[config.mk]
export PLATFORM = sky130hd
export DESIGN_NAME = jtframe_bank_resp
export DESIGN_NICKNAME = d
export VERILOG_FILES = /design/src/rtl/jtframe_bank_pkg.sv /design/src/rtl/jtframe_rr_arb4.sv /design/src/rtl/jtframe_bank_resp.sv
export SDC_FILE = /design/constraint.sdc
export NUM_CORES = 1
export LEC_CHECK = 0
export BUFFER_PORTS_ARGS = -buffer_cell sky130_fd_sc_hd__buf_4
export CORE_ASPECT_RATIO = 1.5
export CORE_UTILIZATION = 30
export CTS_CLUSTER_SIZE = 30
export DETAILED_ROUTE_END_ITERATION = 16
export SYNTH_ARGS = -nofsm -noshare
export SYNTH_HDL_FRONTEND = slang
export SYNTH_SLANG_ARGS = --single-unit
[constraint.sdc]
create_clock -name clk -period 4.7 [get_ports clk]
set_input_delay 0.94 -clock clk [delete_from_list [all_inputs] [get_ports clk]]
set_output_delay 0.94 -clock clk [all_outputs]
set_load 0.01 [all_outputs]
[src/rtl/jtframe_bank_pkg.sv]
// +-----------------------------------------------------------------------+
// | jtframe_bank_pkg: shared types for the bank response controller       |
// | Rev 1.0                                                               |
// +-----------------------------------------------------------------------+
`default_nettype none

package jtframe_bank_pkg;

  localparam int MAXBURST = 4;

  typedef logic [1:0] bank_t;

  typedef enum logic [1:0] {
    ST_IDLE  = 2'd0,
    ST_ISSUE = 2'd1,
    ST_RDATA = 2'd2,
    ST_WDONE = 2'd3
  } state_t;

  function automatic logic [3:0] bank_onehot(input bank_t b);
    bank_onehot = 4'b0001 << b;
  endfunction

endpackage

`default_nettype wire

[src/rtl/jtframe_rr_arb4.sv]
// +-----------------------------------------------------------------------+
// | jtframe_rr_arb4: combinational 4-way round-robin picker               |
// | Rev 1.0                                                               |
// +-----------------------------------------------------------------------+
`default_nettype none

module jtframe_rr_arb4
  import jtframe_bank_pkg::*;
(
  input  logic [3:0] req,
  input  bank_t      last,
  output logic       valid,
  output bank_t      sel
);

  bank_t idx;

  // Scan from the farthest candidate back to last+1 so the nearest requester wins.
  always_comb begin
    valid = 1'b0;
    sel   = last;
    idx   = '0;
    for (int i = 3; i >= 0; i--) begin
      idx = last + bank_t'(i + 1);
      if (req[idx]) begin
        valid = 1'b1;
        sel   = idx;
      end
    end
  end

endmodule

`default_nettype wire

[src/rtl/jtframe_bank_resp.sv]
// +-----------------------------------------------------------------------+
// | jtframe_bank_resp: arbitrates 4 bank readers and a prog port onto one |
// | memory request channel and returns burst read data. Rev 1.0           |
// +-----------------------------------------------------------------------+
`default_nettype none

module jtframe_bank_resp
  import jtframe_bank_pkg::*;
#(
  parameter int AW    = 22,
  parameter int BURST = 2
) (
  input  logic          clk,
  input  logic          rst_n,
  input  logic [AW-1:0] ba0_addr,
  input  logic [AW-1:0] ba1_addr,
  input  logic [AW-1:0] ba2_addr,
  input  logic [AW-1:0] ba3_addr,
  input  logic [3:0]    ba_rd,
  output logic [3:0]    ba_ack,
  output logic [3:0]    ba_dst,
  output logic [3:0]    ba_dok,
  output logic [3:0]    ba_rdy,
  output logic [15:0]   data_read,
  input  logic [AW-1:0] prog_addr,
  input  logic [15:0]   prog_data,
  input  logic [1:0]    prog_mask,
  input  logic [1:0]    prog_ba,
  input  logic          prog_we,
  input  logic          prog_rd,
  output logic          prog_ack,
  output logic          prog_rdy,
  output logic          mem_req,
  output logic          mem_we,
  output logic [AW-1:0] mem_addr,
  output logic [1:0]    mem_ba,
  output logic [15:0]   mem_din,
  output logic [1:0]    mem_mask,
  input  logic          mem_gnt,
  input  logic          mem_dv,
  input  logic [15:0]   mem_dout,
  input  logic          mem_wdone
);

  localparam logic [1:0] LASTW = 2'(BURST - 1);

  state_t        state_q, state_d;
  bank_t         last_q, sel_q;
  logic          prog_q, we_q;
  logic [AW-1:0] addr_q;
  logic [1:0]    ba_q, mask_q, cnt_q;
  logic [15:0]   din_q, data_q;
  logic [3:0]    dok_q, dst_q, rdy_q;
  logic          prdy_q;

  logic          arb_valid;
  bank_t         arb_sel;
  logic          w_prog, w_start, w_lastw;
  logic [AW-1:0] w_ba_addr [4];

  assign w_ba_addr[0] = ba0_addr;
  assign w_ba_addr[1] = ba1_addr;
  assign w_ba_addr[2] = ba2_addr;
  assign w_ba_addr[3] = ba3_addr;

  jtframe_rr_arb4 u_arb (
    .req   (ba_rd),
    .last  (last_q),
    .valid (arb_valid),
    .sel   (arb_sel)
  );

  assign w_prog  = prog_we | prog_rd;
  assign w_start = w_prog | arb_valid;
  assign w_lastw = (cnt_q == LASTW);

  always_ff @(posedge clk) begin
    if (!rst_n) state_q <= ST_IDLE;
    else        state_q <= state_d;
  end

  always_comb begin
    state_d = state_q;
    unique case (state_q)
      ST_IDLE:  if (w_start) state_d = ST_ISSUE;
      ST_ISSUE: if (mem_gnt) state_d = we_q ? ST_WDONE : ST_RDATA;
      ST_RDATA: if (mem_dv && w_lastw) state_d = ST_IDLE;
      ST_WDONE: if (mem_wdone) state_d = ST_IDLE;
      default:  state_d = ST_IDLE;
    endcase
  end

  // Request drops and the ack fires in the same cycle the memory accepts.
  always_comb begin
    mem_req  = 1'b0;
    mem_we   = 1'b0;
    ba_ack   = '0;
    prog_ack = 1'b0;
    if (state_q == ST_ISSUE) begin
      mem_we = we_q;
      if (mem_gnt) begin
        if (prog_q) prog_ack = 1'b1;
        else        ba_ack   = bank_onehot(sel_q);
      end else begin
        mem_req = 1'b1;
      end
    end
  end

  always_ff @(posedge clk) begin
    if (!rst_n) begin
      last_q <= 2'd3;
      sel_q  <= '0;
      prog_q <= 1'b0;
      we_q   <= 1'b0;
      addr_q <= '0;
      ba_q   <= '0;
      mask_q <= '0;
      din_q  <= '0;
      cnt_q  <= '0;
      data_q <= '0;
      dok_q  <= '0;
      dst_q  <= '0;
      rdy_q  <= '0;
      prdy_q <= 1'b0;
    end else begin
      dok_q  <= '0;
      dst_q  <= '0;
      rdy_q  <= '0;
      prdy_q <= 1'b0;
      unique case (state_q)
        ST_IDLE: begin
          if (w_prog) begin
            prog_q <= 1'b1;
            we_q   <= prog_we;
            addr_q <= prog_addr;
            ba_q   <= prog_ba;
            din_q  <= prog_we ? prog_data : 16'h0;
            mask_q <= prog_we ? prog_mask : 2'b00;
          end else if (arb_valid) begin
            prog_q <= 1'b0;
            we_q   <= 1'b0;
            sel_q  <= arb_sel;
            addr_q <= w_ba_addr[arb_sel];
            ba_q   <= arb_sel;
            din_q  <= 16'h0;
            mask_q <= 2'b00;
          end
          cnt_q <= '0;
        end
        ST_RDATA: begin
          if (mem_dv) begin
            data_q <= mem_dout;
            cnt_q  <= w_lastw ? 2'd0 : cnt_q + 2'd1;
            if (prog_q) begin
              prdy_q <= w_lastw;
            end else begin
              dok_q <= bank_onehot(sel_q);
              if (cnt_q == 2'd0) dst_q <= bank_onehot(sel_q);
              if (w_lastw) begin
                rdy_q  <= bank_onehot(sel_q);
                last_q <= sel_q;
              end
            end
          end
        end
        ST_WDONE: if (mem_wdone) prdy_q <= 1'b1;
        default: ;
      endcase
    end
  end

  assign mem_addr  = addr_q;
  assign mem_ba    = ba_q;
  assign mem_din   = din_q;
  assign mem_mask  = mask_q;
  assign data_read = data_q;
  assign ba_dok    = dok_q;
  assign ba_dst    = dst_q;
  assign ba_rdy    = rdy_q;
  assign prog_rdy  = prdy_q;

endmodule

`default_nettype wire

==> flow_summary.toml <==
[status]
outcome = "finished, final reports clean"

[routing]
drc_errors = 0
initialDrtViolationCount = 288
detail_route.wl_per_cell_um = 17.1
detail_route.first_pass.iterations = 5
route.vias.total = 4990
totalWireLength_um = 16200
drt-vias-per-instance = 5.25
drt.antenna.violating_nets = 0

[synthesis]
synth_top_flop_cell = "sky130_fd_sc_hd__dfxtp_1"
synth.lib_cells_used.distinct = 45
synth_xor_area_frac = 0
postSynth.asyncResetShare = 0
postSynthRegisterBits = 81
avgSynthCellArea_um2 = 8.09
simple_gate_fraction_of_synth_area = 0.305
synth_mux_area_frac = 0.00891
syn_inst = 556
post_synth_fa_ha_maj_area_fraction = 0
synth.top_cells.by_area = "sky130_fd_sc_hd__dfxtp_1, sky130_fd_sc_hd__nand2_1, sky130_fd_sc_hd__nor4_2"
mappedNetlistArea_um2 = 4500
synth_top_family_by_area = "simple AND/OR/NAND/NOR gates"
synth-compound-area-share = 0.259
yosys_warnings = 0
netlist.area_leader.share = 0.361
synth_enable_flop_cells = 0
synth_largest_area_cell = "sky130_fd_sc_hd__dfxtp_1"
syn_nets = 713
seq_area_frac_synth = 0.361

[grt]
grt_pass1_vias = 5104
gr-usage-all-layers = 0.209
grt_antenna_before_repair = 0
grt_first_pass_wirelength_um = 25200
grt_ovf = 0
maximum_number_of_pins_on_one_net_before_global_route_repair = 72

[final_layout]
synthToLayoutAreaGrowth_pct = 45.4
layout.core_utilization = 0.448
finish.net_count = 907
num_antenna_cells = 0
drive_above_1_share = 0.404

[clock_network]
clockBufferDepth = 2
cts-buffers-inserted = 9
postCtsSetupBuffers = 0
postCtsHoldBufs = 0
path_clk_slew_ns = 0.06
tritoncts_num_sinks = 81
tritoncts = "done"
htree_levels = 3
resized_gates_after_cts = 0
worstSkewPairLatency_ns = 0.34
cts_root_buffer = "sky130_fd_sc_hd__clkbuf_16"

[critical_path]
ordered_list_of_cells_on_the_worst_path = "buf_4 -> mux2i_1 -> or2_1 -> nand3_2 -> a21oi_1 -> a211oi_2"
worstSetupStartpointType = "input port"
critPathCaptureType = "flip-flop"
cell_type_of_the_slowest_stage_on_the_worst_timing_path = "sky130_fd_sc_hd__or2_1"
path_max_fanout = 23
arrival_ns = 3.19
crit_required_ns = 4.92
max_stage_delay_ns = 0.71
criticalPathCategory = "input port to flip-flop"

[floorplan]
rows = 54
floorplan.initialDensity = 0.308
ios = 235
die_h_um = 152
floorplan.die.width_um = 102
core_area_um2 = 14600
floorplan.die_area_um2 = 15500

[sta]
finalWorstSetupSlack_ns = 1.73
setup-tns-final_ns = 0
worst_slew_pin_slew_ns = 1.20
max_freq_mhz = 337
min_period_over_period = 0.632
fin_skew_ns = 0.00972
layout_min_cycle_time_ns = 2.97
rsz0062_at_grt = "false"
number_of_endpoints_failing_setup_at_the_final_stage = 0
timing.slew.headroom = 0.200
maxSlewViolCount = 0
timing_hold_violations_final = 0

[min_path]
timing.hold.worst.class = "flip-flop to flip-flop"

[pwr]
power.density_nw_per_um2 = 301
leakage_uw = 0.00269
vdd.ir_drop.worst_mv = 0.133
post-layout-total-power_uw = 1970

[place]
port_buffers = 234
post-place-ws_ns = 1.46
dp_hpwl_um = 11700
gp_congestion = 0.902

[job]
cap_viol_max_count = 0
report_power, final:
| part | switching (uW) | internal [uW] | total (uW) |
|---|---|---|---|
| clock network | 311 | 417 | 728 |
| registers | 31.9 | 732 | 764 |
| logic | 244 | 231 | 475 |
synth_stat cells, types with 6 or more instances:
cell / number
sky130_fd_sc_hd__a21boi_0: 9
sky130_fd_sc_hd__a31oi_1: 22
sky130_fd_sc_hd__nand2b_1: 6
sky130_fd_sc_hd__a21oi_1: 46
sky130_fd_sc_hd__nand3_1: 22
sky130_fd_sc_hd__dfxtp_1: 81
sky130_fd_sc_hd__nor4_1: 24
sky130_fd_sc_hd__nor2_1: 20
sky130_fd_sc_hd__buf_2: 14
sky130_fd_sc_hd__clkbuf_1: 26
sky130_fd_sc_hd__and2_1: 24
sky130_fd_sc_hd__nand2_1: 110
sky130_fd_sc_hd__nor4_2: 21
sky130_fd_sc_hd__a211oi_2: 20
sky130_fd_sc_hd__buf_6: 7
sky130_fd_sc_hd__a21boi_1: 28
sky130_fd_sc_hd__o21ai_0: 26
per-stage QoR:
| stage | cells | cell area [um2] | hold WS [ns] |
|---|---|---|---|
| 6_report | 951 | 6540 | 0.451 |
| 2_1_floorplan | 556 | 4500 | 0.432 |
| 3_3_place_gp | 935 | 6230 | 0.441 |
| 4_1_cts | 951 | 6540 | 0.453 |
| 3_5_place_dp | 935 | 6230 | 0.445 |
| 5_1_grt | 951 | 6540 | 0.471 |
layout make-up:
class | count | area (um2)
Clock buffer | 9 | 225
Clock inverter | 7 | 78.8
Fill cell | 1475 | 8060
Inverter | 1 | 3.75
Multi-Input combinational cell | 420 | 2580
Sequential cell | 81 | 1620
Tap cell | 196 | 245
Timing Repair Buffer | 237 | 1780
registers in the layout, summed over array words and instances, names as in the netlist, 2 cells and up:
register,flops
state_q,2
ba_dst,4
ba_rdy,4
mem_ba,2
cnt_q,2
mem_din,16
data_read,16
mem_addr,22
ba_dok,4
sel_q,2
mem_mask,2
last_q,2
critical path: cells and delay by family:
kind                   cells  cell delay (ns)
buffers and inverters      1             0.14
AO/OA/AOI/OAI              2             0.48
multiplexers               1             0.20
AND/OR/NAND/NOR            2             1.41
kinds of logic after synthesis:
| kind of cell | Yosys count |
|---|---|
| DFF | 81 |
| muxes | 4 |
| and+or+nand+nor | 250 |
| buffers and inverters | 55 |
| AOI/OAI and AO/OA | 166 |
metal layers:
metal  GRT usage  vias up  part of all wire  wire length (um)
met1       0.232     2281              0.38              6220
met3      0.0557       43             0.086              1390
met2       0.367      296              0.50              8130
li1            -     2370                 -                 -
met5           0        -                 0                 0
met4      0.0857        0             0.030               485
cell usage in the layout, fill, tap and decap left out, types with 5 or more instances in the layout:
cell type,n
sky130_fd_sc_hd__o21ai_0,26
sky130_fd_sc_hd__nand2_1,110
sky130_fd_sc_hd__nand2b_1,6
sky130_fd_sc_hd__a21boi_0,9
sky130_fd_sc_hd__dfxtp_1,81
sky130_fd_sc_hd__nor3_1,5
sky130_fd_sc_hd__a31oi_1,22
sky130_fd_sc_hd__a211oi_2,20
sky130_fd_sc_hd__nor4_1,24
sky130_fd_sc_hd__nor2_1,19
sky130_fd_sc_hd__and2_1,24
sky130_fd_sc_hd__clkbuf_16,9
sky130_fd_sc_hd__a21boi_1,28
sky130_fd_sc_hd__buf_4,237
sky130_fd_sc_hd__a21oi_1,46
sky130_fd_sc_hd__nand3_1,22
sky130_fd_sc_hd__nor4_2,21
final timing paths:
| check | startpoint | to | slack [ns] | depth (start not counted) |
|---|---|---|---|---|
| max reg2reg | state_q[1]$_SDFFE_PN0P_ | mem_addr[6]$_SDFFE_PN0P_ | 1.86 | 5 |
| min | mem_din[8]$_SDFFE_PN0P_ | mem_din[8]$_SDFFE_PN0P_ | 0.45 | 2 |
| min reg2reg | mem_din[8]$_SDFFE_PN0P_ | mem_din[8]$_SDFFE_PN0P_ | 0.45 | 2 |
| max | ba_rd[3] | mem_addr[11]$_SDFFE_PN0P_ | 1.73 | 6 |
(Power assumes the default switching activity.)
